--- src/rtl/uart_bus_sequencer.sv ---
// Bus master that configures a UART after reset, then moves bytes from the tx stream to
// TXDATA and from RXDATA to the rx stream. Optional bus timeout: UART_SEQ_TIMEOUT_EN.
module uart_bus_sequencer #(
  parameter int unsigned            UART_ADDR_W = 3,
  parameter int unsigned            DATA_W      = 32,
  parameter int unsigned            DIV         = 868,
  parameter logic [UART_ADDR_W-1:0] A_SOFTRESET = UART_ADDR_W'(0),
  parameter logic [UART_ADDR_W-1:0] A_DIV       = UART_ADDR_W'(1),
  parameter logic [UART_ADDR_W-1:0] A_TXDATA    = UART_ADDR_W'(2),
  parameter logic [UART_ADDR_W-1:0] A_TXEN      = UART_ADDR_W'(3),
  parameter logic [UART_ADDR_W-1:0] A_TXREADY   = UART_ADDR_W'(4),
  parameter logic [UART_ADDR_W-1:0] A_RXDATA    = UART_ADDR_W'(5),
  parameter logic [UART_ADDR_W-1:0] A_RXEN      = UART_ADDR_W'(6),
  parameter logic [UART_ADDR_W-1:0] A_RXREADY   = UART_ADDR_W'(7),
  parameter int unsigned            TIMEOUT_CYC = 1024
) (
  input  logic                   clk,
  input  logic                   reset,
  output logic                   uart_valid,
  output logic [UART_ADDR_W-1:0] uart_addr,
  output logic [DATA_W-1:0]      uart_wdata,
  output logic                   uart_wstrb,
  input  logic [DATA_W-1:0]      uart_rdata,
  input  logic                   uart_ready,
  input  logic [7:0]             tx_data,
  input  logic                   tx_valid,
  output logic                   tx_ready,
  output logic [7:0]             rx_data,
  output logic                   rx_valid,
  input  logic                   rx_ready,
  output logic                   init_done,
  output logic                   err
);

  typedef enum logic [3:0] {
    S_INIT0, S_INIT1, S_INIT2, S_INIT3, S_INIT4,
    S_IDLE, S_RD_RXRDY, S_RD_RXDATA, S_RD_TXRDY, S_WR_TX
  } state_e;

  state_e                 state_q, state_d;
  logic                   valid_q, valid_d;
  logic [UART_ADDR_W-1:0] addr_q, addr_d;
  logic [DATA_W-1:0]      wdata_q, wdata_d;
  logic                   wstrb_q, wstrb_d;
  logic                   tx_ready_q, tx_ready_d;
  logic [7:0]             rx_data_q, rx_data_d;
  logic                   rx_valid_q, rx_valid_d;
  logic                   init_done_q, init_done_d;
  logic                   toggle_q, toggle_d;
  logic [7:0]             tx_byte_q, tx_byte_d;

  logic [UART_ADDR_W-1:0] req_addr;
  logic [DATA_W-1:0]      req_wdata;
  logic                   req_wstrb;
  logic                   acc_done;
  logic                   timeout;
  logic                   rx_ok;
  logic                   tx_ok;

  logic unused_rdata;
  assign unused_rdata = ^uart_rdata[DATA_W-1:8];

`ifdef UART_SEQ_TIMEOUT_EN
  localparam int unsigned CNT_W = $clog2(TIMEOUT_CYC + 1);

  logic [CNT_W-1:0] cnt_q, cnt_d;
  logic             err_q, err_d;

  // A ready in the final cycle wins over the timeout.
  assign timeout = valid_q && !uart_ready && (cnt_q == CNT_W'(TIMEOUT_CYC - 1));

  always_comb begin
    err_d = err_q | timeout;
    cnt_d = (valid_q && !uart_ready && !timeout) ? cnt_q + CNT_W'(1) : '0;
  end

  always_ff @(posedge clk) begin
    if (reset) begin
      cnt_q <= '0;
      err_q <= 1'b0;
    end else begin
      cnt_q <= cnt_d;
      err_q <= err_d;
    end
  end

  assign err = err_q;
`else
  logic unused_cfg;
  assign unused_cfg = (TIMEOUT_CYC == 0);
  assign timeout    = 1'b0;
  assign err        = 1'b0;
`endif

  // Bus request belonging to the current state.
  always_comb begin
    req_addr  = A_SOFTRESET;
    req_wdata = '0;
    req_wstrb = 1'b0;
    case (state_q)
      S_INIT0:     begin req_addr = A_SOFTRESET; req_wdata = DATA_W'(1);   req_wstrb = 1'b1; end
      S_INIT1:     begin req_addr = A_SOFTRESET; req_wdata = '0;           req_wstrb = 1'b1; end
      S_INIT2:     begin req_addr = A_DIV;       req_wdata = DATA_W'(DIV); req_wstrb = 1'b1; end
      S_INIT3:     begin req_addr = A_TXEN;      req_wdata = DATA_W'(1);   req_wstrb = 1'b1; end
      S_INIT4:     begin req_addr = A_RXEN;      req_wdata = DATA_W'(1);   req_wstrb = 1'b1; end
      S_RD_RXRDY:  req_addr = A_RXREADY;
      S_RD_RXDATA: req_addr = A_RXDATA;
      S_RD_TXRDY:  req_addr = A_TXREADY;
      S_WR_TX:     begin req_addr = A_TXDATA; req_wdata = DATA_W'(tx_byte_q); req_wstrb = 1'b1; end
      default:     ;
    endcase
  end

  always_comb begin
    state_d     = state_q;
    valid_d     = valid_q;
    addr_d      = addr_q;
    wdata_d     = wdata_q;
    wstrb_d     = wstrb_q;
    tx_ready_d  = 1'b0;
    rx_data_d   = rx_data_q;
    rx_valid_d  = rx_valid_q;
    init_done_d = init_done_q;
    toggle_d    = toggle_q;
    tx_byte_d   = tx_byte_q;
    acc_done    = valid_q && uart_ready;
    rx_ok       = !rx_valid_q;
    // tx_ready is registered, so the producer only sees it one cycle late; the byte still
    // on tx_data during that cycle is the one just written and must not be taken again.
    tx_ok       = tx_valid && !tx_ready_q;

    if (rx_valid_q && rx_ready) begin
      rx_valid_d = 1'b0;
    end

    if (timeout) begin
      valid_d = 1'b0;
      state_d = init_done_q ? S_IDLE : S_INIT0;
    end else if (acc_done) begin
      valid_d = 1'b0;
      case (state_q)
        S_INIT0: state_d = S_INIT1;
        S_INIT1: state_d = S_INIT2;
        S_INIT2: state_d = S_INIT3;
        S_INIT3: state_d = S_INIT4;
        S_INIT4: begin
          state_d     = S_IDLE;
          init_done_d = 1'b1;
        end
        S_RD_RXRDY:  state_d = uart_rdata[0] ? S_RD_RXDATA : S_IDLE;
        S_RD_RXDATA: begin
          rx_data_d  = uart_rdata[7:0];
          rx_valid_d = 1'b1;
          state_d    = S_IDLE;
        end
        S_RD_TXRDY:  state_d = uart_rdata[0] ? S_WR_TX : S_IDLE;
        S_WR_TX: begin
          tx_ready_d = 1'b1;
          state_d    = S_IDLE;
        end
        default: state_d = S_IDLE;
      endcase
    end else if (!valid_q) begin
      if (state_q == S_IDLE) begin
        // toggle_q = 0 prefers the RX slot; a skipped slot hands over to the other one.
        if (rx_ok && (!toggle_q || !tx_ok)) begin
          state_d  = S_RD_RXRDY;
          toggle_d = ~toggle_q;
        end else if (tx_ok) begin
          state_d   = S_RD_TXRDY;
          tx_byte_d = tx_data;
          toggle_d  = ~toggle_q;
        end
      end else begin
        valid_d = 1'b1;
        addr_d  = req_addr;
        wdata_d = req_wdata;
        wstrb_d = req_wstrb;
      end
    end
  end

  always_ff @(posedge clk) begin
    if (reset) begin
      state_q     <= S_INIT0;
      valid_q     <= 1'b0;
      addr_q      <= '0;
      wdata_q     <= '0;
      wstrb_q     <= 1'b0;
      tx_ready_q  <= 1'b0;
      rx_data_q   <= '0;
      rx_valid_q  <= 1'b0;
      init_done_q <= 1'b0;
      toggle_q    <= 1'b0;
      tx_byte_q   <= '0;
    end else begin
      state_q     <= state_d;
      valid_q     <= valid_d;
      addr_q      <= addr_d;
      wdata_q     <= wdata_d;
      wstrb_q     <= wstrb_d;
      tx_ready_q  <= tx_ready_d;
      rx_data_q   <= rx_data_d;
      rx_valid_q  <= rx_valid_d;
      init_done_q <= init_done_d;
      toggle_q    <= toggle_d;
      tx_byte_q   <= tx_byte_d;
    end
  end

  assign uart_valid = valid_q;
  assign uart_addr  = addr_q;
  assign uart_wdata = wdata_q;
  assign uart_wstrb = wstrb_q;
  assign tx_ready   = tx_ready_q;
  assign rx_data    = rx_data_q;
  assign rx_valid   = rx_valid_q;
  assign init_done  = init_done_q;

endmodule

--- config.mk ---
export PLATFORM = sky130hd
export DESIGN_NAME = uart_bus_sequencer
export DESIGN_NICKNAME = d
export VERILOG_FILES = /design/src/rtl/uart_bus_sequencer.sv
export SDC_FILE = /design/constraint.sdc
export NUM_CORES = 1
export LEC_CHECK = 0
export CAP_MARGIN = 10
export CELL_PAD_IN_SITES_DETAIL_PLACEMENT = 0
export CELL_PAD_IN_SITES_GLOBAL_PLACEMENT = 2
export CORE_UTILIZATION = 23
export CTS_CLUSTER_SIZE = 8
export DETAILED_ROUTE_END_ITERATION = 7
export PLACE_DENSITY = 0.88
export SLEW_MARGIN = 40
export SYNTH_ARGS = -nofsm -noshare
export SYNTH_HDL_FRONTEND = slang
export SYNTH_SLANG_ARGS = --single-unit
--- constraint.sdc ---
create_clock -name clk -period 4.05 [get_ports clk]
set_input_delay 1.0125 -clock clk [delete_from_list [all_inputs] [get_ports clk]]
set_output_delay 1.0125 -clock clk [all_outputs]
set_load 0.05 [all_outputs]
==> impl_metrics.tcl, run 1 <==
set metrics [dict create \
    outcome "complete, no violations" \
    die_w_um 91.12 \
    clockRootBuffer "clkbuf_8" \
    drtIter0Drc 74 \
    clk_pin_slew_ns 0.08 \
    ys_types 36 \
    hold_viol 0 \
    drive_gt1_share_pct 6.349 \
    maxSlewHeadroom_pct 45.52 \
    end_kind "output pin" \
    post_cts_resized 0 \
    finalSetupViolCount 0 \
    dieHeight_um 91.12 \
    ant_nets 0 \
    grt_pass1_wl_mm 6.630 \
    maxCapViolations 0 \
    grt-ovfl-total 0 \
    critical_path_class "flip-flop to output pin" \
    finalNonFillerCells 354 \
    rows 32 \
    path_buf_inv 1 \
    wl_per_cell_um 11.66 \
    endpoint "uart_valid" \
    dpl.cell_count 346 \
    worstPathRequired_ns 3.04 \
    postCtsHoldBufs 0 \
    top_layer "met4" \
    layout.nets 296 \
    totalPowerFinal_uw 904.0 \
    synth_cells 212 \
    first_pass_iters 4 \
    htree_levels 2 \
    grt_start_max_net_pins 24 \
    yosys.cell_count.top_type "dfxtp_1" \
    r2r_start "uart_valid" \
    fmax_ghz 0.3221 \
    cts_tree "yes" \
    die-area_um2 8303 \
    cp_slowest_stage_delay_ns 0.95 \
    clock-sinks 38 \
    tns_ns 0 \
    crit_start "uart_valid" \
    fp.coreArea_um2 7687 \
    cp.depth 1 \
    ys_seq_area_share_pct 41.64 \
    crit_path_start_kind "flip-flop" \
    cts_made_buffers 5 \
    p_leak_uw 0.0008458 \
    rsz0062_at_grt "no" \
    ios 94 \
    synth_top_cells_by_count "dfxtp_1, nor2_1, buf_4, a21oi_1, mux2i_1" \
    hp-class "flip-flop to flip-flop" \
    ir_drop_v 0.0001478 \
    worst_pin_slew_ns 0.8161 \
    holdWs_ns 0.4651 \
    finalCritPeriodShare_pct 76.66 \
    met1_length_mm 2.055 \
    ys.flop_type "dfxtp_1" \
    antenna_found_initial 0 \
    synthTopCellsByArea "dfxtp_1, buf_4, mux2i_1, nor2_1, a21oi_1" \
    syn_area_um2 1827 \
    worst_r2r_path_depth 4 \
    routed_wl_mm 4.126 \
    place_congestion 0.8082 \
    slowest_stage "clkdlybuf4s50_1" \
    synth-edff-count 0 \
    cp_max_fo 23 \
    wl_met3_um 160 \
    clk_path_buf_depth 2 \
    diodes 0 \
    path_cells "clkdlybuf4s50_1" \
    initial_core_util_pct 23.76 \
    crit_family "buffers and inverters" \
    viasPerCell 4.181 \
    wl_met2_mm 1.837 \
    async_flop_share_pct 0 \
    rrSetupSlack_ns 1.80 \
    worst_skew_pair.late_latency_ns 0.29 \
    dp_hpwl_mm 2.888 \
    min_period_ns 3.105 \
    avgSynthCellArea_um2 8.617 \
    fin_skew_ns 0.006870 \
    drv_slew 0 \
    portBuffers 46 \
    r2r_end "rx_data[1]" \
    synth.ff_latch_count 38 \
    n_fill_cell 827 \
    postCtsSetupRepairBufs 0 \
    syn_to_final_growth_pct 30.34 \
    yosys.area.top_type_share_pct 41.64 \
    yosysTopAreaCell "dfxtp_1" \
    ys.warnings.count 0 \
    arrival_ns 2.09 \
    vias 1480 \
    grt_pass1_vias 1296 \
    pwr_density_cell_nw_per_um2 379.7 \
    drc 0 \
    track_usage_pct 10.15 \
]
## through the flow
stage	util [%]	setup slack (ns)	instance area (um2)
3_5_place_dp	29.56	1.165	2272
2_1_floorplan	-	2.023	1909
4_1_cts	30.97	0.9185	2381
6_report	30.97	0.9453	2381
5_1_grt	30.97	0.8489	2381
3_3_place_gp	29.56	1.153	2272
## flip-flops by register name, summed over array words and instances, names as in the netlist
signal,count
uart_addr,3
tx_ready,1
toggle_q,1
tx_byte_q,8
init_done,1
uart_wdata,9
uart_valid,1
rx_data,8
rx_valid,1
uart_wstrb,1
state_q,4
## routing by layer
| layer | GRT usage, % | vias to the layer above |
|---|---|---|
| li1 | - | 751 |
| met1 | 14.00 | 685 |
| met2 | 15.03 | 38 |
| met3 | 2.345 | 6 |
| met4 | 4.365 | 0 |
| met5 | 0 | - |
## cell usage in the layout, fill, tap and decap left out, drive strengths merged, types with 2 or more instances in the layout
master,count
inv,5
nor3,2
o21a,2
clkdlybuf4s50,46
clkbuf,5
o21ai,12
nor2,32
and2,2
a21oi,19
nand2b,5
conb,23
dfxtp,38
a221oi,2
clkinv,2
nor2b,6
a211oi,2
mux2i,18
nand2,6
xnor2,2
buf,2
nand3,5
## worst register-to-register path, stage by stage, from the launching register on
cell	delay, ns
dfxtp_1	0.85
and2_1	0.40
and4_1	0.59
mux2i_1	0.25
nor2_1	0.05
## power by group
| group | switching [uW] | leakage (uW) | internal (uW) |
|---|---|---|---|
| sequential | 20.2 | 0.000309 | 386 |
| combinational | 120 | 0.000479 | 56.9 |
| clock | 140 | 0.0000579 | 181 |
| total | 280 | 0.000846 | 624 |
## layout make-up
class                           count  area [um2]  share of cell area, %
Clock inverter                      3       40.04                  1.682
Sequential cell                    38       760.7                  31.95
Multi-Input combinational cell    153       889.6                  37.36
Inverter                            5       18.77                 0.7882
Tap cell                          102       127.6                  5.360
Timing Repair Buffer               48       475.5                  19.97
Clock buffer                        5       68.82                  2.890
## cell families (layout without fill, tap and decap cells)
logic type | Yosys count | in the layout | synth area share, %
and+or+nand+nor | 66 | 66 | 18.36
muxes | 18 | 18 | 9.863
AOI/OAI and AO/OA | 44 | 44 | 14.45
other | 1 | 23 | 0.2053
DFF | 38 | 38 | 41.64
xor gates and xnor gates | 2 | 2 | 0.9591
buffers and inverters | 43 | 61 | 14.52
## worst min-delay path by stage
stage,from,end,slack (ns),cells after the start
global route,tx_byte_q[3],uart_wdata[3],0.49,2
global placement,tx_byte_q[6],uart_wdata[6],0.45,2
CTS,tx_byte_q[6],uart_wdata[6],0.47,2
detailed placement,tx_byte_q[6],uart_wdata[6],0.45,2
finish,tx_byte_q[6],uart_wdata[6],0.47,2
floorplan,tx_byte_q[2],uart_wdata[2],0.43,2
Power figures use the tool's default switching activity.
==> run 2: changes to the inputs <==
- CORE_UTILIZATION: 23 -> 19
- PLACE_DENSITY: 0.88 -> 0.78
- clock period: 4.05 -> 2.8 ns (I/O delays scaled with it)
==> run 2 against run 1 <==
Net effect:
- register-to-register slack got worse by 0.82 ns
- critical path depth unchanged
- combinational power is 52% higher
- hold slack improved by 0.0020 ns
- total power up 46%
==> impl_metrics.tcl, run 2 (synthesis results as in run 1) <==
set metrics [dict create \
    hold_viol 0 \
    worstPathRequired_ns 2.10 \
    n_fill_cell 1036 \
    worst_pin_slew_ns 0.5149 \
    min_period_ns 2.259 \
    diodes 0 \
    grt_pass1_wl_mm 7.293 \
    drtIter0Drc 91 \
    path_buf_inv 1 \
    mostFrequentLayoutCells "clkdlybuf4s50_1, dfxtp_1, nor2_1" \
    maxSlewHeadroom_pct 65.57 \
    antenna_found_initial 0 \
    finalSetupViolCount 0 \
    die-area_um2 10010 \
    die_w_um 100.1 \
    clock-sinks 38 \
    rsz0062_at_grt "no" \
    clockRootBuffer "clkbuf_8" \
    cp_max_fo 6 \
    largest_reg_flops 9 \
    cts_tree "yes" \
    dieHeight_um 100.1 \
    post_cts_resized 0 \
    fmax_ghz 0.4428 \
    pwr_density_cell_nw_per_um2 540.5 \
    cp_slowest_stage_delay_ns 0.84 \
    postCtsHoldBufs 0 \
    rows 35 \
    postCtsSetupRepairBufs 0 \
    drc 0 \
    critical_path_class "flip-flop to output pin" \
    wl_per_cell_um 11.71 \
    ios 94 \
    clk_pin_slew_ns 0.08 \
    fin_skew_ns 0.005874 \
    first_pass_iters 4 \
    register_area_um2 760.7 \
    multiInputGateArea_um2 889.6 \
    grt_start_max_net_pins 23 \
    clk_path_buf_depth 2 \
    cts_made_buffers 5 \
    vias 1485 \
    initial_core_util_pct 19.68 \
    grt-ovfl-total 0 \
    end_kind "output pin" \
    viasPerCell 3.857 \
    place_congestion 0.7421 \
    syn_to_final_growth_pct 34.11 \
    ir_drop_v 0.0002872 \
    slowest_stage "clkdlybuf4s50_1" \
    outcome "complete, no violations" \
    fp.coreArea_um2 9284 \
    track_usage_pct 9.319 \
    layout.nets 300 \
    crit_family "buffers and inverters" \
    p_leak_uw 0.0008587 \
    maxCapViolations 0 \
    crit_path_start_kind "flip-flop" \
    grt_pass1_vias 1432 \
    worst_skew_pair.late_latency_ns 0.29 \
    drv_slew 0 \
    dpl.cell_count 377 \
    ant_nets 0 \
    htree_levels 2 \
    path_cells "clkdlybuf4s50_1" \
    routed_wl_mm 4.508 \
    finalNonFillerCells 385 \
    portBuffers 46 \
    dp_hpwl_mm 3.141 \
    drive_gt1_share_pct 7.813 \
    final_common_cell "clkdlybuf4s50_1" \
    hp-class "flip-flop to flip-flop" \
    tns_ns 0 \
    finalCritPeriodShare_pct 80.66 \
    arrival_ns 1.56 \
]
-- run 2: cell types whose count changed in the layout (fill, tap and decap cells not counted), sizes merged --
| cell | delta |
|---|---|
| buf | +4 |
| clkinv | -2 |
| clkinvlp | +2 |
-- run 2: layout make-up --
cell class	count	share of cell area (%)
clock inverter	3	1.839
multi-input combinational	153	36.31
inverter	5	0.7661
sequential	38	31.05
clock buffer	5	2.809
tap	129	6.588
timing repair buffer	52	20.63
-- run 2: worst paths after layout --
kind / start / end / slack, ns / cells after the start
min reg2reg: tx_byte_q[2] / uart_wdata[2] / 0.47 / 2
max reg2reg: state_q[2] / tx_byte_q[7] / 0.98 / 5
min: tx_byte_q[2] / uart_wdata[2] / 0.47 / 2
max: rx_valid / rx_valid / 0.54 / 1
-- run 2: metal layers --
metal / GRT usage [%] / part of all wire (%)
met5: 0 / 0
met4: 3.790 / 1.8
met3: 2.577 / 4.5
met2: 14.16 / 45
met1: 12.45 / 49
-- run 2: report_power, final --
group	internal (uW)	switching [uW]	leakage, uW
Clock	265	209	0.0000504
Sequential	558	23.4	0.000309
Combinational	85.6	184	0.000499
-- run 2: stage by stage --
step                      setup WS (ns)  hold slack [ns]  power (uW)  utilization [%]  cell area, um2
after floorplan                   1.046           0.4335       808.2                -            1909
after global placement           0.5778           0.4491       861.3            25.16            2336
after detailed placement         0.5773           0.4499       863.9            25.16            2336
after CTS                        0.5177           0.4690        1343            26.39            2450
after global routing             0.4559           0.4952        1386            26.39            2450
final                            0.5414           0.4672        1324            26.39            2450
==> run 3: changes to the inputs <==
- clock period: 2.8 -> 1.8 ns (I/O delays scaled with it)
==> run 3 against run 2 <==
Net effect:
- clock power increased by 92%
- via count increased by 4.0%
- first-iteration DRC count decreased by 27%
- critical path type is now input pin to flip-flop
- critical endpoint is now rx_data[4]
==> impl_metrics.tcl, run 3 (synthesis results as in run 1) <==
set metrics [dict create \
    outcome "complete, no violations" \
    routed_wl_mm 4.618 \
    path_cells "clkdlybuf4s50_1 -> and2_1 -> and4_1 -> buf_12 -> mux2i_1 -> nor2_1" \
    min_period_ns 1.712 \
    utilization_pct 27.37 \
    clk_path_buf_depth 2 \
    p_sw_share_pct 28.63 \
    pwr_density_cell_nw_per_um2 889.1 \
    p_sw_uw 646.8 \
    layout.nets 312 \
    pre_cts_ws_ns -0.2301 \
    first_pass_iters 4 \
    cts_made_buffers 5 \
    n_fill_cell 1037 \
    worst_r2r_path_depth 5 \
    cp_max_fo 9 \
    crit_path_start_kind "input pin" \
    hp-class "flip-flop to flip-flop" \
    track_usage_pct 9.630 \
    clk_pin_slew_ns 0.08 \
    rows 35 \
    diodes 0 \
    p_int_uw 1612 \
    grt_pass1_wl_mm 7.286 \
    slowest_stage "clkdlybuf4s50_1" \
    hold_start "tx_byte_q[5]" \
    grt_pass1_vias 1405 \
    antenna_found_initial 0 \
    dpl-instance-area_um2 2399 \
    fin_skew_ns 0.006796 \
    fp.coreArea_um2 9284 \
    finalSetupViolCount 0 \
    cts_tree "yes" \
    wl_per_cell_um 11.63 \
    viasPerCell 3.889 \
    postCtsSetupRepairBufs 0 \
    holdPathStages 2 \
    clockRootBuffer "clkbuf_8" \
    finalCritPeriodShare_pct 95.09 \
    clock-sinks 38 \
    htree_levels 2 \
    dieHeight_um 100.1 \
    ir_drop_v 0.0003562 \
    syn_to_final_growth_pct 39.11 \
    r2r_end "state_q[1]" \
    arrival_ns 1.89 \
    mostFrequentLayoutCells "buf_4, dfxtp_1, nor2_1" \
    critical_path_class "input pin to flip-flop" \
    finish.instance_area_um2 2541 \
    final_common_cell "buf_4" \
    drtIter0Drc 66 \
    worst_skew_pair.late_latency_ns 0.29 \
    grt_start_max_net_pins 18 \
    drv_slew 0 \
    totalPowerFinal_uw 2259 \
    rrSetupSlack_ns 0.15 \
    portBuffers 46 \
    initial_core_util_pct 19.68 \
    maxCapViolations 0 \
    hold_viol 0 \
    post_cts_resized 0 \
    seqPwrFrac_pct 39.5 \
    holdWs_ns 0.4639 \
    grt-ovfl-total 0 \
    pwr-share-clk_pct 40.3 \
    rsz0062_at_grt "no" \
    ios 94 \
    postCtsHoldBufs 0 \
    drc 0 \
    end_kind "flip-flop" \
    worst_hold_path.endpoint "uart_wdata[5]" \
    largest_reg_flops 9 \
    die_w_um 100.1 \
    cp_slowest_stage_delay_ns 0.53 \
    place_congestion 0.7320 \
    vias 1544 \
    r2r_start "state_q[3]" \
    combPwrFrac_pct 20.1 \
    worstPathRequired_ns 1.98 \
    p_leak_uw 0.0009980 \
    setup_ws_ns 0.08844 \
    ant_nets 0 \
    die-area_um2 10010 \
    drive_gt1_share_pct 21.64 \
    fmax_ghz 0.5843 \
    dp_hpwl_mm 3.366 \
]
-- run 3: layout make-up --
type / instances / area (um2) / area share [%]
Sequential cell: 38 / 760.7 / 29.94
Clock inverter: 2 / 60.06 / 2.363
Inverter: 5 / 18.77 / 0.7386
Clock buffer: 6 / 82.58 / 3.250
Tap cell: 129 / 161.4 / 6.352
Timing Repair Buffer: 64 / 568.0 / 22.35
Multi-Input combinational cell: 153 / 889.6 / 35.01
-- run 3: per-stage QoR --
step	std cells	TNS, ns
after floorplan	234	0
after global placement	389	-2.365
after detailed placement	389	-2.540
after CTS	397	0
after global routing	397	0
final	397	0
-- run 3: worst max-delay path by stage --
stage,startpoint,cells after the start,to
after floorplan,uart_valid,6,rx_data[0]
after global placement,uart_ready,6,rx_data[2]
after detailed placement,uart_ready,6,rx_data[7]
after CTS,uart_ready,6,rx_data[6]
after global routing,uart_ready,6,rx_data[1]
final,uart_ready,6,rx_data[4]
-- run 3: worst max-delay path, delay by kind of cell --
| family | cells | cell delay, ns |
|---|---|---|
| simple gates | 3 | 0.58 |
| buf+inv | 2 | 0.69 |
| mux | 1 | 0.18 |
-- run 3: power by group through the flow --
stage / registers (uW) / logic [uW] / clock network (uW)
after floorplan: 973 / 284 / 0
after global placement: 912 / 456 / 0
after detailed placement: 914 / 457 / 0
after CTS: 894 / 459 / 937
after global routing: 898 / 483 / 985
final: 893 / 455 / 911
-- run 3: per-layer routing --
layer | track usage, % | part of all wire [%]
met5 | 0 | 0
met4 | 4.348 | 1.5
met3 | 2.368 | 4.0
met2 | 14.91 | 46
met1 | 12.67 | 48
